### src/rtl/wave_capture_pkg.sv
// Shared definitions for the wave capture writer: FSM state encoding,
// default geometry of the double-buffered 512x8 wave RAM, and the
// auto-trigger timeout length used when WAVE_CAPTURE_AUTOTRIG_EN is defined.
package wave_capture_pkg;

    localparam int DEF_SAMPLE_W    = 16;
    localparam int DEF_NUM_SAMPLES = 256;
    localparam int DEF_ADDR_LO_W   = 8;
    localparam int TIMEOUT_SAMPLES = 1024;

    typedef enum logic [1:0] {
        ST_ARMED  = 2'd0,
        ST_ACTIVE = 2'd1,
        ST_WAIT   = 2'd2
    } state_t;

endpackage

### src/rtl/wave_capture_if.sv
// Bus between the wave capture writer and its surroundings: the codec
// sample stream, the display handshake and the wave RAM write port.
// The address is {half select, sample index}; the display uses read_index
// as the MSB of its own read address.
interface wave_capture_if
    import wave_capture_pkg::*;
#(
    parameter int SAMPLE_W  = DEF_SAMPLE_W,
    parameter int ADDR_LO_W = DEF_ADDR_LO_W
);
    logic                 new_sample_ready;
    logic [SAMPLE_W-1:0]  new_sample_in;
    logic                 wave_display_idle;
    logic [ADDR_LO_W:0]   write_address;
    logic                 write_enable;
    logic [7:0]           write_sample;
    logic                 read_index;

    // Capture block side
    modport master (
        input  new_sample_ready,
        input  new_sample_in,
        input  wave_display_idle,
        output write_address,
        output write_enable,
        output write_sample,
        output read_index
    );

    // Codec / display / RAM side
    modport slave (
        output new_sample_ready,
        output new_sample_in,
        output wave_display_idle,
        input  write_address,
        input  write_enable,
        input  write_sample,
        input  read_index
    );
endinterface

### src/rtl/wave_capture_trigger.sv
// Trigger detector for the wave capture writer. Remembers the sign of the
// previous sample and flags a positive-going zero crossing on the current
// strobe. With WAVE_CAPTURE_AUTOTRIG_EN defined, a timeout counter forces a
// trigger after TIMEOUT_SAMPLES strobes in ARMED so DC or silence still
// refreshes the display. The trigger is a combinational one-cycle pulse
// qualified by the strobe and by the ARMED state.
module wave_capture_trigger
    import wave_capture_pkg::*;
(
    input  logic clk,
    input  logic reset_n,
    input  logic sample_ready,
    input  logic sample_sign,
    input  logic armed,
    output logic trigger
);
    logic prev_sign_reg;
    logic crossing;

    // Only the sign of the previous sample matters for the crossing test
    always_ff @(posedge clk or negedge reset_n) begin
        if (!reset_n) begin
            prev_sign_reg <= 1'b0;
        end else if (sample_ready) begin
            prev_sign_reg <= sample_sign;
        end
    end

    assign crossing = sample_ready & prev_sign_reg & ~sample_sign;

`ifdef WAVE_CAPTURE_AUTOTRIG_EN
    localparam int TO_W = $clog2(TIMEOUT_SAMPLES) + 1;

    logic [TO_W-1:0] timeout_reg;
    logic            timeout_hit;

    assign timeout_hit = (timeout_reg == TO_W'(TIMEOUT_SAMPLES - 1));

    // Count strobes while armed; held at zero elsewhere so it restarts on entry
    always_ff @(posedge clk or negedge reset_n) begin
        if (!reset_n) begin
            timeout_reg <= '0;
        end else if (!armed) begin
            timeout_reg <= '0;
        end else if (sample_ready && !timeout_hit) begin
            timeout_reg <= timeout_reg + 1'b1;
        end
    end

    assign trigger = armed & (crossing | (sample_ready & timeout_hit));
`else
    assign trigger = armed & crossing;
`endif

endmodule

### src/rtl/wave_capture.sv
// Writer side of the double-buffered wave RAM. Waits for a trigger, writes
// NUM_SAMPLES converted samples into the half the display is not reading,
// then waits for the display to go idle and flips read_index.
// Optional feature: define WAVE_CAPTURE_AUTOTRIG_EN for a forced trigger
// after a timeout in ARMED.
module wave_capture
    import wave_capture_pkg::*;
#(
    parameter int SAMPLE_W    = DEF_SAMPLE_W,
    parameter int NUM_SAMPLES = DEF_NUM_SAMPLES,
    parameter int ADDR_LO_W   = DEF_ADDR_LO_W
)(
    input  logic           clk,
    input  logic           reset_n,
    wave_capture_if.master bus
);
    state_t                 state_reg,      state_next;
    logic [ADDR_LO_W-1:0]   count_reg,      count_next;
    logic                   read_index_reg, read_index_next;
    logic                   we_reg,         we_next;
    logic [ADDR_LO_W:0]     addr_reg,       addr_next;
    logic [7:0]             sample_reg,     sample_next;
    logic                   trigger;
    logic [7:0]             sample_conv;

    wave_capture_trigger u_trigger (
        .clk          (clk),
        .reset_n      (reset_n),
        .sample_ready (bus.new_sample_ready),
        .sample_sign  (bus.new_sample_in[SAMPLE_W-1]),
        .armed        (state_reg == ST_ARMED),
        .trigger      (trigger)
    );

    // Signed sample to offset binary: flip the sign, keep the next 7 MSBs
    assign sample_conv = {~bus.new_sample_in[SAMPLE_W-1],
                          bus.new_sample_in[SAMPLE_W-2:SAMPLE_W-8]};

    // Next-state and registered write-port decisions
    always_comb begin
        state_next      = state_reg;
        count_next      = count_reg;
        read_index_next = read_index_reg;
        we_next         = 1'b0;
        addr_next       = addr_reg;
        sample_next     = sample_reg;
        case (state_reg)
            ST_ARMED: begin
                if (trigger) begin
                    we_next     = 1'b1;
                    addr_next   = {~read_index_reg, {ADDR_LO_W{1'b0}}};
                    sample_next = sample_conv;
                    count_next  = ADDR_LO_W'(1);
                    state_next  = ST_ACTIVE;
                end
            end
            ST_ACTIVE: begin
                if (bus.new_sample_ready) begin
                    we_next     = 1'b1;
                    addr_next   = {~read_index_reg, count_reg};
                    sample_next = sample_conv;
                    if (count_reg == ADDR_LO_W'(NUM_SAMPLES - 1)) begin
                        count_next = '0;
                        state_next = ST_WAIT;
                    end else begin
                        count_next = count_reg + 1'b1;
                    end
                end
            end
            ST_WAIT: begin
                // Strobes are ignored here; the flip waits for a safe display moment
                if (bus.wave_display_idle) begin
                    read_index_next = ~read_index_reg;
                    state_next      = ST_ARMED;
                end
            end
            default: begin
                state_next = ST_ARMED;
            end
        endcase
    end

    // State, counter, page select and write-port registers
    always_ff @(posedge clk or negedge reset_n) begin
        if (!reset_n) begin
            state_reg      <= ST_ARMED;
            count_reg      <= '0;
            read_index_reg <= 1'b0;
            we_reg         <= 1'b0;
            addr_reg       <= '0;
            sample_reg     <= '0;
        end else begin
            state_reg      <= state_next;
            count_reg      <= count_next;
            read_index_reg <= read_index_next;
            we_reg         <= we_next;
            addr_reg       <= addr_next;
            sample_reg     <= sample_next;
        end
    end

    assign bus.write_enable  = we_reg;
    assign bus.write_address = addr_reg;
    assign bus.write_sample  = sample_reg;
    assign bus.read_index    = read_index_reg;

endmodule

### src/flat_wrapper.sv
// flat-port wrapper written by rule: the top's interface ports become plain ports
module wave_capture_flat import wave_capture_pkg::*;
#(
    parameter int SAMPLE_W    = DEF_SAMPLE_W,
    parameter int NUM_SAMPLES = DEF_NUM_SAMPLES,
    parameter int ADDR_LO_W   = DEF_ADDR_LO_W
)
  (clk, reset_n, bus_new_sample_ready, bus_new_sample_in, bus_wave_display_idle, bus_write_address, bus_write_enable, bus_write_sample, bus_read_index);
  wave_capture_if #(.SAMPLE_W(SAMPLE_W), .ADDR_LO_W(ADDR_LO_W)) bus_i ();
  input  logic clk;
  input  logic reset_n;
  input wire logic [$bits(bus_i.new_sample_ready)-1:0] bus_new_sample_ready;
  input wire logic [$bits(bus_i.new_sample_in)-1:0] bus_new_sample_in;
  input wire logic [$bits(bus_i.wave_display_idle)-1:0] bus_wave_display_idle;
  output wire logic [$bits(bus_i.write_address)-1:0] bus_write_address;
  output wire logic [$bits(bus_i.write_enable)-1:0] bus_write_enable;
  output wire logic [$bits(bus_i.write_sample)-1:0] bus_write_sample;
  output wire logic [$bits(bus_i.read_index)-1:0] bus_read_index;
  assign bus_i.new_sample_ready = bus_new_sample_ready;
  assign bus_i.new_sample_in = bus_new_sample_in;
  assign bus_i.wave_display_idle = bus_wave_display_idle;
  assign bus_write_address = bus_i.write_address;
  assign bus_write_enable = bus_i.write_enable;
  assign bus_write_sample = bus_i.write_sample;
  assign bus_read_index = bus_i.read_index;
  wave_capture #(.SAMPLE_W(SAMPLE_W), .NUM_SAMPLES(NUM_SAMPLES), .ADDR_LO_W(ADDR_LO_W)) u_core (.clk(clk), .reset_n(reset_n), .bus(bus_i));
endmodule
### config.mk
export PLATFORM = sky130hd
export DESIGN_NAME = wave_capture_flat
export DESIGN_NICKNAME = d
export VERILOG_FILES = /design/src/rtl/wave_capture_pkg.sv /design/src/rtl/wave_capture_if.sv /design/src/rtl/wave_capture_trigger.sv /design/src/rtl/wave_capture.sv /design/src/flat_wrapper.sv
export SDC_FILE = /design/constraint.sdc
export NUM_CORES = 1
export LEC_CHECK = 0
export CAP_MARGIN = 20
export CORE_ASPECT_RATIO = 0.6
export CORE_MARGIN = 2
export CORE_UTILIZATION = 35
export DETAILED_ROUTE_END_ITERATION = 7
export GPL_ROUTABILITY_DRIVEN = 0
export PLACE_DENSITY = 0.63
export SLEW_MARGIN = 20
export SYNTH_ARGS = -nofsm -noshare
export SYNTH_HDL_FRONTEND = slang
export SYNTH_SLANG_ARGS = --single-unit
### constraint.sdc
create_clock -name clk -period 2.4 [get_ports clk]
set_input_delay 0.24 -clock clk [delete_from_list [all_inputs] [get_ports clk]]
set_output_delay 0.24 -clock clk [all_outputs]
set_load 0.005 [all_outputs]
==> metrics.csv <==
stage,metric,value,unit
synthesis,Synth Area in XOR/XNOR,2.008,%
clock_network,Post-CTS Resized,0,
power,Net Sw Power,450.4,uW
worst_setup_path,crit path DAT,1.78,ns
power,Worst IR Drop VDD,0.0003780,V
drt,Routed WL per cell,11.53,um
power,Power Density,843.0,nW/um^2
synthesis,Yosys warnings,0,
synthesis,Simple-Gate Fraction of Synth Area,23.33,%
worst_setup_path,Buf/Inv on CP,2,
power,Lkg Pwr,0.0007873,uW
drt,WL final,2.513,mm
placed_design,DP HPWL,1.811,mm
hold_path,Min-Delay Path Class,input port to asynchronous set/reset pin,
power,Internal Power,1010,uW
worst_setup_path,R2R depth,4,
worst_setup_path,reg2reg end,u_core.count_reg[6]$_DFFE_PN0P_,
worst_setup_path,R2R Setup Slk,0.79,ns
synthesis,post-synthesis compound-gate area fraction,12.72,%
sta,final worst path period share,67.59,%
sta,relative slew slack,55.46,%
synthesis,post-synthesis mux area share,0.8604,%
worst_setup_path,Max stage delay on crit path,0.52,ns
worst_setup_path,CP endpoint kind,register,
power,Clk pwr share,25.6,%
worst_setup_path,Crit path max-delay family,buffers and inverters,
sta,setup TNS,0,ns
worst_setup_path,CP Launch Type,input port,
grt,total global routing track utilization,13.59,%
synthesis,syn_nets,159,
sta,final max-slew violation count,0,
power,Sw Ratio,30.83,%
worst_setup_path,critical path class,input port to register,
drt,Initial DRC Count,42,
worst_setup_path,Critical-path top delay cell,clkdlybuf4s50_1,
synthesis,Synth Register Bits,30,
grt,number of global-route vias before repair,957,
sta,Fmax achieved,616.5,MHz
die,I/O pins,39,
grt,residual overflow from global routing,0,
synthesis,Mapped Cells,138,
synthesis,Synth cell types,31,
clock_network,clk sink count,30,
die,Initial Utilization,36.19,%
die,Die ar.,4260,sq um
sta,RSZ-0062 raised after global routing,false,
die,die outline height,51.37,um
grt,largest net degree at the start of global routing,31,
clock_network,Clock Latency Late Sink,0.28,ns
clock_network,CTS tree,done,
die,Rows,17,
cells_and_area,antenna cells,0,
drt,Antenna Nets Post-Route,0,
synthesis,combinational family with the most area after synthesis,simple AND/OR/NAND/NOR gates,
cells_and_area,most frequent cells in the layout,"nand2_1 (47), clkdlybuf4s50_1 (30), dfrtp_1 (30)",
clock_network,CTS buffer count,5,
clock_network,Root Driver,clkbuf_8,
cells_and_area,layout cell share with drive strength beyond 1,8.187,%
clock_network,Hold Buf Count CTS,0,
grt,first-pass GRT wire length,4.436,mm
worst_setup_path,FF-to-FF Start,u_core.u_trigger.prev_sign_reg$_DFFE_PN0P_,
drt,Avg Vias per Cell,4.688,
grt,antenna violations before repair,0,
sta,Final min period,1.622,ns
sta,Hold Fails Final Rpt,0,
drt,total number of vias,1022,
cells_and_area,max reg flops,9,
power,Gate power share,26.6,%
clock_network,CTS max path bufs,2,
sta,final setup fails,0,
sta,post-route worst setup slack,0.7780,ns
sta,worst-margin pin slew,0.6668,ns
cells_and_area,"leading cell type in the layout, fill and taps excluded",nand2_1,
clock_network,Post-CTS Setup Bufs,0,
synthesis,"post-synthesis share of cell area spent on full adders, half adders and majority gates",0.9560,%
synthesis,Mapped Area,1309,sq um
placed_design,Port Buffer Count,30,
worst_setup_path,crit path cell chain,clkdlybuf4s50_1 -> nor2b_2 -> o21ai_4 -> inv_2 -> a41o_1,
status,status,finished clean,
die,Die W,82.95,um
run,max-cap violation count,0,
clock_network,CTS H-Tree Depth,2,
die,core area,3616,sq um
clock_network,"Reg clk slew, reported paths",0.06,ns
drt,Initial DRT Pass Iterations,4,
cells_and_area,Post-layout nets,192,
synthesis,sequential area share after synthesis,57.36,%
power,Sequential Power Share,47.8,%
placed_design,Post-Place Worst Slack,0.5067,ns
drt,DRC viols,0,
worst_setup_path,Worst Path Required,2.56,ns
sta,Layout Skew,0.007281,ns
worst_setup_path,worst-path fanout max,21,
cells_and_area,area grow syn2layout,32.41,%
synthesis,Mapped Avg Cell Area,9.484,sq um
[synth_stat cells]
library cell	n	area (sq um)
o211ai_1	1	7.510
o21ai_0	15	75.07
ha_1	1	12.51
nor3_1	1	5.000
clkbuf_1	1	3.750
xor2_1	2	17.52
o2111ai_1	1	8.760
nand4b_1	1	8.760
nor2b_4	1	13.76
o21a_1	1	7.510
inv_1	1	3.750
a21oi_1	5	25.02
nand3_1	3	15.01
nor2b_2	1	8.760
buf_2	5	25.02
nand2_1	47	176.4
inv_2	1	3.750
and4_1	1	8.760
o31ai_1	1	7.510
nand3b_1	2	15.01
o21ai_4	1	16.27
nand2b_1	1	6.260
xnor2_1	1	8.760
dfrtp_1	30	750.7
nor2_1	6	22.52
nor2b_1	1	6.260
and3_1	2	12.51
mux2_2	1	11.26
a41o_1	1	10.01
o22a_1	1	8.760
or3_1	1	6.260
[power by group through the flow]
stage	logic (uW)	clock network (uW)	registers, uW
final	388	374	699
after global routing	438	416	718
after CTS	391	387	698
after detailed placement	391	0	707
after global placement	381	0	702
after floorplan	197	0	687
[area by class of cell]
cell class              instances  area, sq um
clock buffers                   5        68.82
clock inverters                 2        10.01
fillers                       341         1883
inverters                       2        7.507
multi-input cells             100        521.8
flip-flops and latches         30        750.7
well taps                      47        58.81
repair buffers                 32        315.3
[layer usage]
metal	vias to the layer above	GRT usage (%)	routed length, um
li1	524	-	-
met5	-	0	0
met2	24	19.49	1071
met3	5	5.331	134
met1	469	18.34	1282
met4	0	5.738	25
[stage by stage]
stage | area [sq um] | util, % | std cells | power [uW] | hold slack, ns
after detailed placement | 1654 | 45.74 | 211 | 1097 | 0.4654
after global placement | 1654 | 45.74 | 211 | 1083 | 0.4579
after global routing | 1733 | 47.92 | 218 | 1573 | 0.3673
after CTS | 1733 | 47.92 | 218 | 1477 | 0.3497
final | 1733 | 47.92 | 218 | 1461 | 0.3410
after floorplan | 1309 | - | 138 | 884.9 | -0.05559
[cells by family (layout without fill, tap and decap cells)]
family	count (synthesis)	after routing
DFF	30	30
xor gates and xnor gates	3	3
adders and majority gates	1	1
and+or+nand+nor	68	68
AOI/OAI and AO/OA	27	27
muxes	1	1
buffers and inverters	8	41
[worst max path at each step]
stage | startpoint | to | depth (start not counted)
after CTS | u_core.u_trigger.prev_sign_reg$_DFFE_PN0P_ | u_core.count_reg[6]$_DFFE_PN0P_ | 4
final | bus_new_sample_in[15] | u_core.count_reg[6]$_DFFE_PN0P_ | 5
after global placement | bus_new_sample_in[15] | u_core.count_reg[6]$_DFFE_PN0P_ | 5
after global routing | u_core.u_trigger.prev_sign_reg$_DFFE_PN0P_ | u_core.count_reg[6]$_DFFE_PN0P_ | 5
after detailed placement | bus_new_sample_in[15] | u_core.count_reg[6]$_DFFE_PN0P_ | 5
after floorplan | u_core.count_reg[0]$_DFFE_PN0P_ | u_core.count_reg[4]$_DFFE_PN0P_ | 5
(Power assumes the default switching activity.)
